**src/rtl/mips_boot_pkg.sv**
```systemverilog
// ---------------------------------------------------------------------------
// mips_boot_pkg : shared types and header-field layout for the boot loader
// Revision 1.0
// ---------------------------------------------------------------------------
`default_nettype none

package mips_boot_pkg;

  typedef enum logic [2:0] {
    HDR  = 3'd0,
    DATA = 3'd1,
    CHK  = 3'd2,
    DONE = 3'd3,
    ERR  = 3'd4
  } boot_state_e;

  localparam int BASE_MSB       = 31;
  localparam int BASE_LSB       = 16;
  localparam int CNT_LSB        = 0;
  localparam int BYTES_PER_WORD = 4;
  localparam int BCNT_W         = $clog2(BYTES_PER_WORD);

endpackage

`default_nettype wire

```
**src/rtl/mips_boot_word_asm.sv**
```systemverilog
// ---------------------------------------------------------------------------
// mips_boot_word_asm : packs MSB-first bytes into 32-bit words
// Revision 1.0
// ---------------------------------------------------------------------------
`default_nettype none

module mips_boot_word_asm
  import mips_boot_pkg::*;
(
  input  logic        clk_i,
  input  logic        rst_ni,
  input  logic        accept_i,
  input  logic [7:0]  byte_i,
  output logic        word_valid_o,
  output logic [31:0] word_o
);

  localparam logic [BCNT_W-1:0] LAST_BYTE = BCNT_W'(BYTES_PER_WORD - 1);

  logic [BCNT_W-1:0] cnt_q, cnt_d;
  logic [23:0]       acc_q, acc_d;

  // The completed word includes the byte being accepted this cycle.
  assign word_o       = {acc_q, byte_i};
  assign word_valid_o = accept_i && (cnt_q == LAST_BYTE);

  always_comb begin
    cnt_d = cnt_q;
    acc_d = acc_q;
    if (accept_i) begin
      cnt_d = cnt_q + BCNT_W'(1);
      acc_d = {acc_q[15:0], byte_i};
    end
  end

  always_ff @(posedge clk_i or negedge rst_ni) begin
    if (!rst_ni) begin
      cnt_q <= '0;
      acc_q <= '0;
    end else begin
      cnt_q <= cnt_d;
      acc_q <= acc_d;
    end
  end

endmodule

`default_nettype wire

```
**src/rtl/mips_boot_loader.sv**
```systemverilog
// ---------------------------------------------------------------------------
// mips_boot_loader : framed byte-stream image loader for the MIPS32 core
// Optional checksum word: define MIPS_BOOT_CHECKSUM_EN.   Revision 1.0
// ---------------------------------------------------------------------------
`default_nettype none

module mips_boot_loader
  import mips_boot_pkg::*;
#(
  parameter int ADDR_W = 10,
  parameter int CNT_W  = 16
) (
  input  logic              clk1,
  input  logic              rst_n,
  input  logic              in_valid,
  input  logic [7:0]        in_data,
  output logic              in_ready,
  output logic              mem_we,
  output logic [ADDR_W-1:0] mem_addr,
  output logic [31:0]       mem_wdata,
  output logic              cpu_halt,
  output logic [ADDR_W-1:0] cpu_pc,
  output logic              cpu_start,
  output logic              done,
  output logic              error
);

  boot_state_e       state_q, state_d;
  logic [ADDR_W-1:0] base_q, base_d, ptr_q, ptr_d, pc_q, pc_d, addr_q, addr_d;
  logic [CNT_W-1:0]  rem_q, rem_d;
  logic [31:0]       wdata_q, wdata_d;
  logic              we_q, we_d, start_q, start_d, halt_q, halt_d, done_q, done_d;
  logic              w_word_valid;
  logic [31:0]       w_word;
`ifdef MIPS_BOOT_CHECKSUM_EN
  logic [31:0]       csum_q, csum_d;
  logic              err_q, err_d;
`endif

  assign in_ready = (state_q == HDR) || (state_q == DATA) || (state_q == CHK);

  mips_boot_word_asm u_word_asm (
    .clk_i        (clk1),
    .rst_ni       (rst_n),
    .accept_i     (in_valid && in_ready),
    .byte_i       (in_data),
    .word_valid_o (w_word_valid),
    .word_o       (w_word)
  );

  always_comb begin
    state_d = state_q;
    base_d  = base_q;
    ptr_d   = ptr_q;
    rem_d   = rem_q;
    pc_d    = pc_q;
    addr_d  = addr_q;
    wdata_d = wdata_q;
    we_d    = 1'b0;
    start_d = 1'b0;
    halt_d  = halt_q;
    done_d  = done_q;
`ifdef MIPS_BOOT_CHECKSUM_EN
    csum_d  = csum_q;
    err_d   = err_q;
`endif
    case (state_q)
      HDR: if (w_word_valid) begin
        base_d = w_word[BASE_LSB +: ADDR_W];
        ptr_d  = w_word[BASE_LSB +: ADDR_W];
        rem_d  = w_word[CNT_LSB +: CNT_W];
`ifdef MIPS_BOOT_CHECKSUM_EN
        csum_d = w_word;
`endif
        if (w_word[CNT_LSB +: CNT_W] != '0) begin
          state_d = DATA;
        end else begin
`ifdef MIPS_BOOT_CHECKSUM_EN
          state_d = CHK;
`else
          // No write to wait for: release the core straight away.
          state_d = DONE;
          pc_d    = w_word[BASE_LSB +: ADDR_W];
          start_d = 1'b1;
          halt_d  = 1'b0;
          done_d  = 1'b1;
`endif
        end
      end
      DATA: if (w_word_valid) begin
        we_d    = 1'b1;
        addr_d  = ptr_q;
        wdata_d = w_word;
        ptr_d   = ptr_q + ADDR_W'(1);
        rem_d   = rem_q - CNT_W'(1);
`ifdef MIPS_BOOT_CHECKSUM_EN
        csum_d  = csum_q ^ w_word;
        if (rem_q == CNT_W'(1)) state_d = CHK;
`else
        if (rem_q == CNT_W'(1)) begin
          state_d = DONE;
          pc_d    = base_q;
        end
`endif
      end
      CHK: begin
`ifdef MIPS_BOOT_CHECKSUM_EN
        if (w_word_valid) begin
          if (w_word == csum_q) begin
            state_d = DONE;
            pc_d    = base_q;
            start_d = 1'b1;
            halt_d  = 1'b0;
            done_d  = 1'b1;
          end else begin
            state_d = ERR;
            err_d   = 1'b1;
          end
        end
`endif
      end
      // Arrived with the last write in flight: release one cycle behind it.
      DONE: if (!done_q) begin
        start_d = 1'b1;
        halt_d  = 1'b0;
        done_d  = 1'b1;
      end
      default: ;
    endcase
  end

  always_ff @(posedge clk1 or negedge rst_n) begin
    if (!rst_n) begin
      state_q <= HDR;
      base_q  <= '0;
      ptr_q   <= '0;
      rem_q   <= '0;
      pc_q    <= '0;
      addr_q  <= '0;
      wdata_q <= '0;
      we_q    <= 1'b0;
      start_q <= 1'b0;
      halt_q  <= 1'b1;
      done_q  <= 1'b0;
    end else begin
      state_q <= state_d;
      base_q  <= base_d;
      ptr_q   <= ptr_d;
      rem_q   <= rem_d;
      pc_q    <= pc_d;
      addr_q  <= addr_d;
      wdata_q <= wdata_d;
      we_q    <= we_d;
      start_q <= start_d;
      halt_q  <= halt_d;
      done_q  <= done_d;
    end
  end

`ifdef MIPS_BOOT_CHECKSUM_EN
  always_ff @(posedge clk1 or negedge rst_n) begin
    if (!rst_n) begin
      csum_q <= '0;
      err_q  <= 1'b0;
    end else begin
      csum_q <= csum_d;
      err_q  <= err_d;
    end
  end
  assign error = err_q;
`else
  assign error = 1'b0;
`endif

  assign mem_we    = we_q;
  assign mem_addr  = addr_q;
  assign mem_wdata = wdata_q;
  assign cpu_halt  = halt_q;
  assign cpu_pc    = pc_q;
  assign cpu_start = start_q;
  assign done      = done_q;

endmodule

`default_nettype wire

```
**config.mk**
```make
export PLATFORM = sky130hd
export DESIGN_NAME = mips_boot_loader
export DESIGN_NICKNAME = d
export VERILOG_FILES = /design/src/rtl/mips_boot_pkg.sv /design/src/rtl/mips_boot_word_asm.sv /design/src/rtl/mips_boot_loader.sv
export SDC_FILE = /design/constraint.sdc
export NUM_CORES = 1
export LEC_CHECK = 0
export ABC_AREA = 1
export BUFFER_PORTS_ARGS = -buffer_cell sky130_fd_sc_hd__buf_2
export CORE_ASPECT_RATIO = 1.4
export CORE_MARGIN = 5
export CORE_UTILIZATION = 58
export CTS_CLUSTER_DIAMETER = 40
export DETAILED_ROUTE_END_ITERATION = 10
export GPL_TIMING_DRIVEN = 0
export PLACE_DENSITY = 0.8
export SYNTH_ARGS = -nofsm -noshare
export SYNTH_HDL_FRONTEND = slang
export SYNTH_SLANG_ARGS = --single-unit
```
**constraint.sdc**
```tcl
create_clock -name clk1 -period 2.2 [get_ports clk1]
set_clock_uncertainty 0.2 [all_clocks]
set_input_delay 0.11 -clock clk1 [delete_from_list [all_inputs] [get_ports clk1]]
set_output_delay 0.11 -clock clk1 [all_outputs]
set_load 0.005 [all_outputs]
```
## Word-level counts from Yosys, hierarchy flattened

Index checks and enable logic that the tools add are counted.

- Reduce and logical (&&, ||, !) cells: 15
- Equality and inequality tests: 10
- $add $sub $neg: 3
- Muxes and demuxes: 29

Operator list:

| operator | count |
|---|---|
| $mux W10 | 6 |
| $pmux W10 S2 | 2 |
| $mux W16 | 2 |
| $pmux W16 S2 | 1 |
| $eq A16 B1 Y1 const B | 1 |
| $reduce_bool A16 Y1 | 1 |
| $sub A16 B1 Y16 const B | 1 |
| $add A10 B1 Y10 const B | 1 |
| $mux W1 | 10 |
| $mux W3 | 3 |
| $reduce_and A4 Y1 | 2 |
| $eq A3 B2 Y1 const B | 2 |
| $ne A2 B1 Y1 const B | 3 |
| $pmux W1 S2 | 3 |
| $pmux W3 S2 | 1 |
| $reduce_and A3 Y1 | 2 |
| $reduce_and A5 Y1 | 1 |
| $ne A2 B2 Y1 const B | 2 |
| $reduce_and A2 Y1 | 2 |
| $reduce_bool A2 Y1 | 2 |
| $eq A3 B1 Y1 const B | 1 |
| $logic_not A3 Y1 | 1 |
| $add A2 B1 Y2 const B | 1 |
| $eq A2 B2 Y1 const B | 1 |
| 3 further kinds | 5 |

- Input bits: 11
- Register bits: 121
- Logic and storage cells: 70
- Output and inout bits: 58

## Logic depth before layout (Yosys ltp)

Gate-level depths: netlist (run 1).

- Depth in word-level cells: 7
- Depth in mapped cells: 14
- Mapped depth without buffers: 12

## Hierarchy

From an unflattened synthesis (run 1), not the netlist that was laid out.

- Cell total of the unflattened synthesis: 698
- Area total of the unflattened synthesis: 5676.7 µm²

Modules (own cells, without submodules):

| module | instances | cells an instance | sequential area each (µm²) | area an instance (µm²) |
|---|---|---|---|---|
| mips_boot_loader | 1 | 576 | 2353.5 | 4569.4 |
| mips_boot_word_asm | 1 | 122 | 650.6 | 1107.3 |

## Worst setup path after synthesis (run 1)

Ideal clock, no wire load.

- Kind: register to register
- From: reg state_q[0]
- To: reg pc_q[3], in the netlist cpu_pc[3]
- Buffers on the path: 1
- Clock period less this slack: 1.777 ns
- Slack: 0.423 ns
- Arrival time: 1.456 ns
- Required time: 1.879 ns
- Library setup time: 0.121 ns
- Cell stages (with the launch flop): 11
- Cell sequence: dfrtp_1 ha_1 inv_2 nand3_4 nor2_1 nand3_2 nand2_4 nand2_4 buf_6 nand2_1 o21ai_2

- Word-level cells in the longest chain between the ends: 7
- Elaborated cells on any way between the ends: 14
- Classes of those cells: 6 x eq/ne; 1 x mux; 7 x reduce/logical

RTL lines:

| item | RTL line | RTL |
|---|---|---|
| start: declaration | mips_boot_loader.sv:28 | `boot_state_e state_q, state_d;` |
| start signal: assignment | mips_boot_loader.sv:146 | `state_q <= state_d;` |
| $eq A3 B1 Y1 or $logic_not A3 Y1 (tied branches) | mips_boot_loader.sv:40 | `assign in_ready = (state_q == HDR) \|\| (state_q == DATA) \|\| (state_q == CHK);` |
| $logic_or A1 B1 Y1 | mips_boot_loader.sv:40 |  |
| $logic_or A1 B1 Y1 (*) | mips_boot_loader.sv:40 |  |
| named net in_ready | mips_boot_loader.sv:17 | `output logic in_ready,` |
| $logic_and A1 B1 Y1 (*) | mips_boot_loader.sv:45 | `.accept_i (in_valid && in_ready),` |
| $logic_and A1 B1 Y1 (*) | mips_boot_word_asm.sv:25 | `assign word_valid_o = accept_i && (cnt_q == LAST_BYTE);` |
| $ne A2 B1 Y1 (no source line) | - |  |
| $reduce_and A5 Y1 (no source line) (*) | - |  |
| end signal: assignment | mips_boot_loader.sv:150 | `pc_q <= pc_d;` |
| end: declaration | mips_boot_loader.sv:29 | `logic [ADDR_W-1:0] base_q, base_d, ptr_q, ptr_d, pc_q, pc_d, addr_q, addr_d;` |

Mark *: on every way through the listed nets, which the timed path passes. The rest lies on a longest branch.
A chain may end at the register's enable or synchronous reset.

## Worst setup path after layout (run 1)

- From: reg state_q[0]
- To: reg ptr_q[4]

- Word-level cells in the longest chain between the ends: 7
- Elaborated cells on any way between the ends: 12
- Classes of those cells: 4 x eq/ne; 1 x mux; 7 x reduce/logical

RTL lines:

| item | RTL line | RTL |
|---|---|---|
| $eq A3 B1 Y1 or $logic_not A3 Y1 (tied branches) | mips_boot_loader.sv:40, mips_boot_loader.sv:67 |  |
| $logic_or A1 B1 Y1 (2 in series) | mips_boot_loader.sv:40 |  |
| $logic_and A1 B1 Y1 | mips_boot_loader.sv:45 |  |
| $logic_and A1 B1 Y1 | mips_boot_word_asm.sv:25 |  |
| $ne A2 B1 Y1 (no source line) | - |  |
| $reduce_and A3 Y1 (no source line) | - |  |
| end signal: assignment | mips_boot_loader.sv:148 | `ptr_q <= ptr_d;` |
| end: declaration | mips_boot_loader.sv:29 |  |

Parallel ways exist; a longest one is shown, timed or not.

==> results.txt, run 1 <==
RSZ-0062 raised after global routing: false
WHS: 0.110 ns
Average cell area after synthesis: 8.28 sq um
Worst skew pair latency: 0.42 ns
Synth area leaders: dfrtp_1 (53%), nand2_1 (12%), o21ai_0 (10%), inv_1 (5.1%), nor2_1 (2.8%)
Hpwl dp: 10400 um
Drt first pass iters: 5
Worst hold path class: input pin to async pin
Required time worst endpoint: 2.28 ns
RePlAce Congestion: 0.873
Leakage power: 3.48 nW
Avg Vias per Cell: 5.57
Dpl cells: 851
Nets: 789
Worst Tran Pin Value: 0.830 ns
DIE AREA: 11700 sq um
# rows: 42
FF+latch count, synth: 120
Crit Path Class: flip-flop to flip-flop
Async S/R FF share, synth: 100%
Post-layout minimum cycle time: 2.09 ns
Arr. time, crit path: 2.17 ns
FILL cells: 701
Layout Cells excl Fill: 894
First-pass GRT wire length: 24500 um
Number of enable flip-flop cells after synthesis: 0
YS warnings: 0
CTS tree: done
Via count: 4979
Status: complete, no violations
R2r startpoint: state_q[0]
DRT iter0 DRCs: 427
Cells after synthesis: 673
Sequential fraction of the synthesis area: 53.9%
R2R depth: 9
Overall die width: 92.8 um
Starting density of the core: 59.2%
Post-synth cell types: 36
Fmax: 477 MHz
Main synth FF type: dfrtp_1
DRC: 0
Peak supply drop: 0.000713 V
Total GRT Usage: 26.7%
Pwr/cell area: 1420 nW/um^2
Gr ovfl total: 0
Slew margin rel.: 44.5%
Worst reg2reg setup slack: 0.11 ns
Share of layout cells above drive strength 1: 19.0%
Crit. End Element: flip-flop
Dpl cell area: 6080 sq um
Post-synth top cells: nand2_1 (184), dfrtp_1 (119), o21ai_0 (114)
ANT nets after route: 0
Synthesized net count: 691
Die Y-Extent: 126 um
Final setup fails: 0
H-tree depth: 4
Fin crit share: 95.2%
Final hold violations: 0
I/O pin count: 69
ANT cells: 0
Post-synth top area share: 53.5%
Core area: 9410 sq um
Initial antenna violation count: 0
Reg-to-Reg End: ptr_q[4]
Design Area, Final: 6770 sq um
Post-Syn Area: 5570 sq um
Clk sink count: 120
Max cap viols: 0
Vias in the first global route: 4994
Crit-path max FO: 10
CTS Buf Count: 17
Clk buf depth: 2
Slew Limit Fails: 0
Final core utilization: 72.0%
Largest net degree at the start of global routing: 102
P&R area growth vs syn: 21.6%
Post-synth top area cell: dfrtp_1
Port Buffer Count: 67
Place WS: 0.0175 ns
Root buf cell: clkbuf_16
Final WS setup: 0.105 ns
CP Launch Type: flip-flop
Reg clk slew, reported paths: 0.06 ns
Aggregate routed wire length: 14800 um
Most frequent cell after synthesis: nand2_1
DR WL/cell: 16.5 um
-- cells by family (layout without fill, tap and decap cells) --
kind of cell    after synthesis  count (layout)  synth area share [%]
simple gates                278             278                  21.2
compound gates              154             154                  14.4
flops                       120             120                  53.9
buf+inv                     110             221                  8.33
fa+ha+maj                     7               7                  1.57
xor+xnor                      2               2                 0.315
other cells                   1               1                0.0673
mux                           1               1                 0.202
-- layout make-up --
| type | count | area, sq um | share of cell area [%] |
|---|---|---|---|
| flip-flops and latches | 120 | 3000 | 44.3 |
| multi-input cells | 443 | 2100 | 31.0 |
| repair buffers | 79 | 479 | 7.07 |
| clock buffers | 18 | 439 | 6.48 |
| inverters | 81 | 307 | 4.53 |
| plain buffers | 29 | 161 | 2.38 |
| clock inverters | 14 | 143 | 2.11 |
| well taps | 110 | 138 | 2.03 |
-- metrics by stage --
stage	TNS, ns	power (mW)
finish	0	9.64
global route	0	10.3
CTS	0	9.62
floorplan	0	5.60
detailed placement	0	6.88
global placement	-69.42	6.69
-- report_power, final --
group,leakage [nW],internal [mW],switching (mW)
registers,1.48,3.05,0.589
clock network,0.281,1.61,1.08
logic,1.72,1.22,2.09
total,3.48,5.87,3.76
-- metal layers --
| metal | up-vias | GRT usage [%] | wire (um) |
|---|---|---|---|
| li1 | 2345 | - | - |
| met1 | 2380 | 31.0 | 5610 |
| met2 | 197 | 45.5 | 7540 |
| met3 | 57 | 5.37 | 839 |
| met4 | 0 | 15.5 | 765 |
| met5 | - | 0 | 0 |
-- how the worst max path moves through the flow --
stage	startpoint	end	cells after the start
finish	state_q[0]	ptr_q[4]	9
global route	state_q[1]	ptr_q[4]	10
CTS	state_q[1]	mem_wdata[22]	9
detailed placement	state_q[1]	mem_wdata[22]	9
global placement	rst_n	mem_wdata[6]	1
floorplan	state_q[0]	cpu_pc[3]	10
-- worst max-delay path, stage by stage, from the launching register on --
cell and delay (ns):
dfrtp_1 0.40, ha_1 0.26, inv_2 0.10, nand3_4 0.13
nor2_4 0.13, buf_6 0.17, inv_4 0.09, buf_4 0.18
o21ai_1 0.18, a22oi_1 0.10
-- state kept, by name (all words and copies together) (netlist names) --
| register | flops |
|---|---|
| u_word_asm.acc_q | 24 |
| mem_wdata | 32 |
| cpu_halt | 1 |
| state_q | 2 |
| mem_addr | 10 |
| cpu_pc | 10 |
| ptr_q | 10 |
| rem_q | 16 |
| done | 1 |
| mem_we | 1 |
| base_q | 10 |
| cpu_start | 1 |
| u_word_asm.cnt_q | 2 |
-- timing repair --
item                       CTS  global route
buffers inserted             0             0
hold endpoints to repair   142             0
setup endpoints to repair    0            34
hold buffers                11             0
gates resized for setup      0             9
-- cells in the final DEF (no fill, tap or decap), drive strengths merged, types with 3 or more instances in the layout --
master / instances
dfrtp: 119
nor2: 51
nand2: 192
clkinv: 7
clkbuf: 31
dlygate4sd3: 11
ha: 7
buf: 84
o21ai: 124
nand4: 3
a21oi: 23
inv: 85
nand3: 31
(Power assumes the default switching activity.)
==> run 2, diff against run 1 <==
- BUFFER_PORTS_ARGS: -buffer_cell sky130_fd_sc_hd__buf_2 -> -buffer_cell sky130_fd_sc_hd__clkbuf_2
- CAP_MARGIN: unset -> 5
- PLACE_DENSITY: 0.8 -> 0.85
==> run 2 against run 1 <==
Against the previous run:
- maximum frequency shrank 1.8%
- utilization down 0.17 points
- sequential share of layout area is 0.11 points higher
- non-clock buffer count fell by 1
- critical endpoint is now rem_q[14]
==> results.txt, run 2 (same netlist as run 1, synthesis figures left out) <==
Status: complete, no violations
ANT nets after route: 0 (unchanged)
Fin crit share: 96.9% (+1.7 points)
Crit-path max FO: 10 (unchanged)
Overall die width: 92.8 um (unchanged)
CP Launch Type: flip-flop
RSZ-0062 raised after global routing: false
Reg clk slew, reported paths: 0.06 ns (about the same)
Hpwl dp: 10200 um (-1.3%)
Initial antenna violation count: 0 (unchanged)
Gr ovfl total: 0 (unchanged)
Clk sink count: 120 (unchanged)
Post-layout minimum cycle time: 2.13 ns (+0.0374 ns)
Dpl cell area: 6080 sq um (about the same)
Core area: 9410 sq um (unchanged)
Root buf cell: clkbuf_16
Worst hold path class: input pin to async pin
DIE AREA: 11700 sq um (unchanged)
Final setup fails: 0 (unchanged)
DRT met1 WL: 5660 um (+0.94%)
Fmax: 469 MHz (-1.8%)
CTS tree: done
Commonest non-fill, non-tap cell in the layout: nand2_1
DRT iter0 DRCs: 485 (+14%)
Final Total Pwr: 9.77 mW (+1.3%)
Commonest non-fill, non-tap cells in the layout: nand2_1 (184), dfrtp_1 (119), o21ai_0 (113), inv_1 (76), clkbuf_2 (70)
Port Buffer Count: 67 (unchanged)
Top sig layer: met4
FF+latch area: 3000 sq um (unchanged)
Die Y-Extent: 126 um (unchanged)
Vias in the first global route: 5240 (+4.9%)
Aggregate routed wire length: 15600 um (+5.9%)
H-tree depth: 4 (unchanged)
Drt first pass iters: 6 (+1)
Leakage power: 3.48 nW (about the same)
Worst Tran Pin Value: 0.600 ns (-0.230 ns)
Pwr/cell area: 1450 nW/um^2 (+1.6%)
Slew Limit Fails: 0 (unchanged)
First-pass GRT wire length: 25300 um (+3.3%)
RePlAce Congestion: 0.893 (+2.3%)
Avg Vias per Cell: 5.74 (+3.0%)
Design Area, Final: 6760 sq um (-0.24%)
Crit Path Class: flip-flop to flip-flop
Met3 WL post-DR: 994 um (+18%)
Share of layout cells above drive strength 1: 18.8% (-0.21 points)
Peak supply drop: 0.000786 V (+10%)
Clk buf depth: 2 (unchanged)
# rows: 42 (unchanged)
DR WL/cell: 17.5 um (+6.1%)
Via count: 5118 (+2.8%)
Arr. time, crit path: 2.25 ns (+0.08 ns)
FILL cells: 671 (-4.3%)
Required time worst endpoint: 2.32 ns (+0.04 ns)
Largest net degree at the start of global routing: 121 (+19%)
I/O pin count: 69 (unchanged)
CTS Buf Count: 17 (unchanged)
WHS: 0.116 ns (+0.00525 ns)
Met2 wire length: 8120 um (+7.7%)
Final hold violations: 0 (unchanged)
Largest register FFs: 32 (unchanged)
Multi-input logic area: 2100 sq um (-0.12%)
Max cap viols: 0 (unchanged)
ANT cells: 0 (unchanged)
P&R area growth vs syn: 21.3%
Crit. End Element: flip-flop
Nets: 788 (-0.13%)
Worst skew pair latency: 0.42 ns (about the same)
Starting density of the core: 59.2% (unchanged)
Total GRT Usage: 27.8% (+1.1 points)
Slew margin rel.: 60.0% (+15 points)
Total negative slack: 0 ns (unchanged)
DRC: 0 (unchanged)
run 2: cell count changes in the layout (fill, tap and decap cells not counted), sizes merged:
cell / change
buf: -67
bufinv: +1
clkbuf: +66
clkinv: -2
clkinvlp: +1
dlygate4sd3: -1
run 2: final timing paths:
path                                    start                   end  slack (ns)  cells after the start
worst max register to register     state_q[0]             rem_q[14]        0.07                      9
worst max-delay path               state_q[0]             rem_q[14]        0.07                      9
worst min register to register  mem_wdata[28]         mem_wdata[28]        0.27                      2
max in group asynchronous               rst_n  u_word_asm.acc_q[10]        1.20                      3
worst min-delay path                    rst_n           mem_addr[0]        0.12                      3
min in group clk1               mem_wdata[28]         mem_wdata[28]        0.27                      2
run 2: area by class of cell:
class,instances,share of cell area (%)
timing repair buffer,78,6.98
sequential,120,44.5
clock inverter,14,2.22
buffer,29,2.39
multi-input combinational,443,31.1
clock buffer,17,6.30
tap,110,2.04
inverter,81,4.54
run 2: per-stage QoR:
| stage | util, % | std cells | worst slack (ns) |
|---|---|---|---|
| floorplan | - | 673 | 0.423 |
| global placement | 64.2 | 850 | -0.864 |
| detailed placement | 64.6 | 851 | 0.0280 |
| CTS | 71.8 | 892 | 0.00882 |
| global route | 71.8 | 892 | 0.0122 |
| finish | 71.8 | 892 | 0.0676 |
run 2: critical path, cell delays in order (launching register included):
cell and delay, ns:
dfrtp_1 0.40, ha_1 0.26, inv_2 0.13, nand3_4 0.13
nor2_4 0.17, inv_2 0.10, clkbuf_2 0.18, o21ai_0 0.25
nand2_1 0.11, o21ai_0 0.11
run 2: routing by layer:
layer,global-route usage [%],vias up
li1,-,2338
met1,30.9,2449
met2,47.6,267
met5,0,-
met4,15.5,0
met3,7.76,64
run 2: repair_timing:
| action | 4_1_cts | 5_1_grt |
|---|---|---|
| resized for setup | 0 | 7 |
| endpoints found under the hold margin | 145 | 0 |
| endpoints found under the setup margin | 0 | 18 |
| hold buffers | 10 | 0 |
| buffers inserted | 0 | 0 |
run 2: power by group:
part / total [mW] / switching [mW] / internal [mW]
clock network: 2.72 / 1.05 / 1.67
logic: 3.38 / 2.17 / 1.21
registers: 3.66 / 0.612 / 3.05
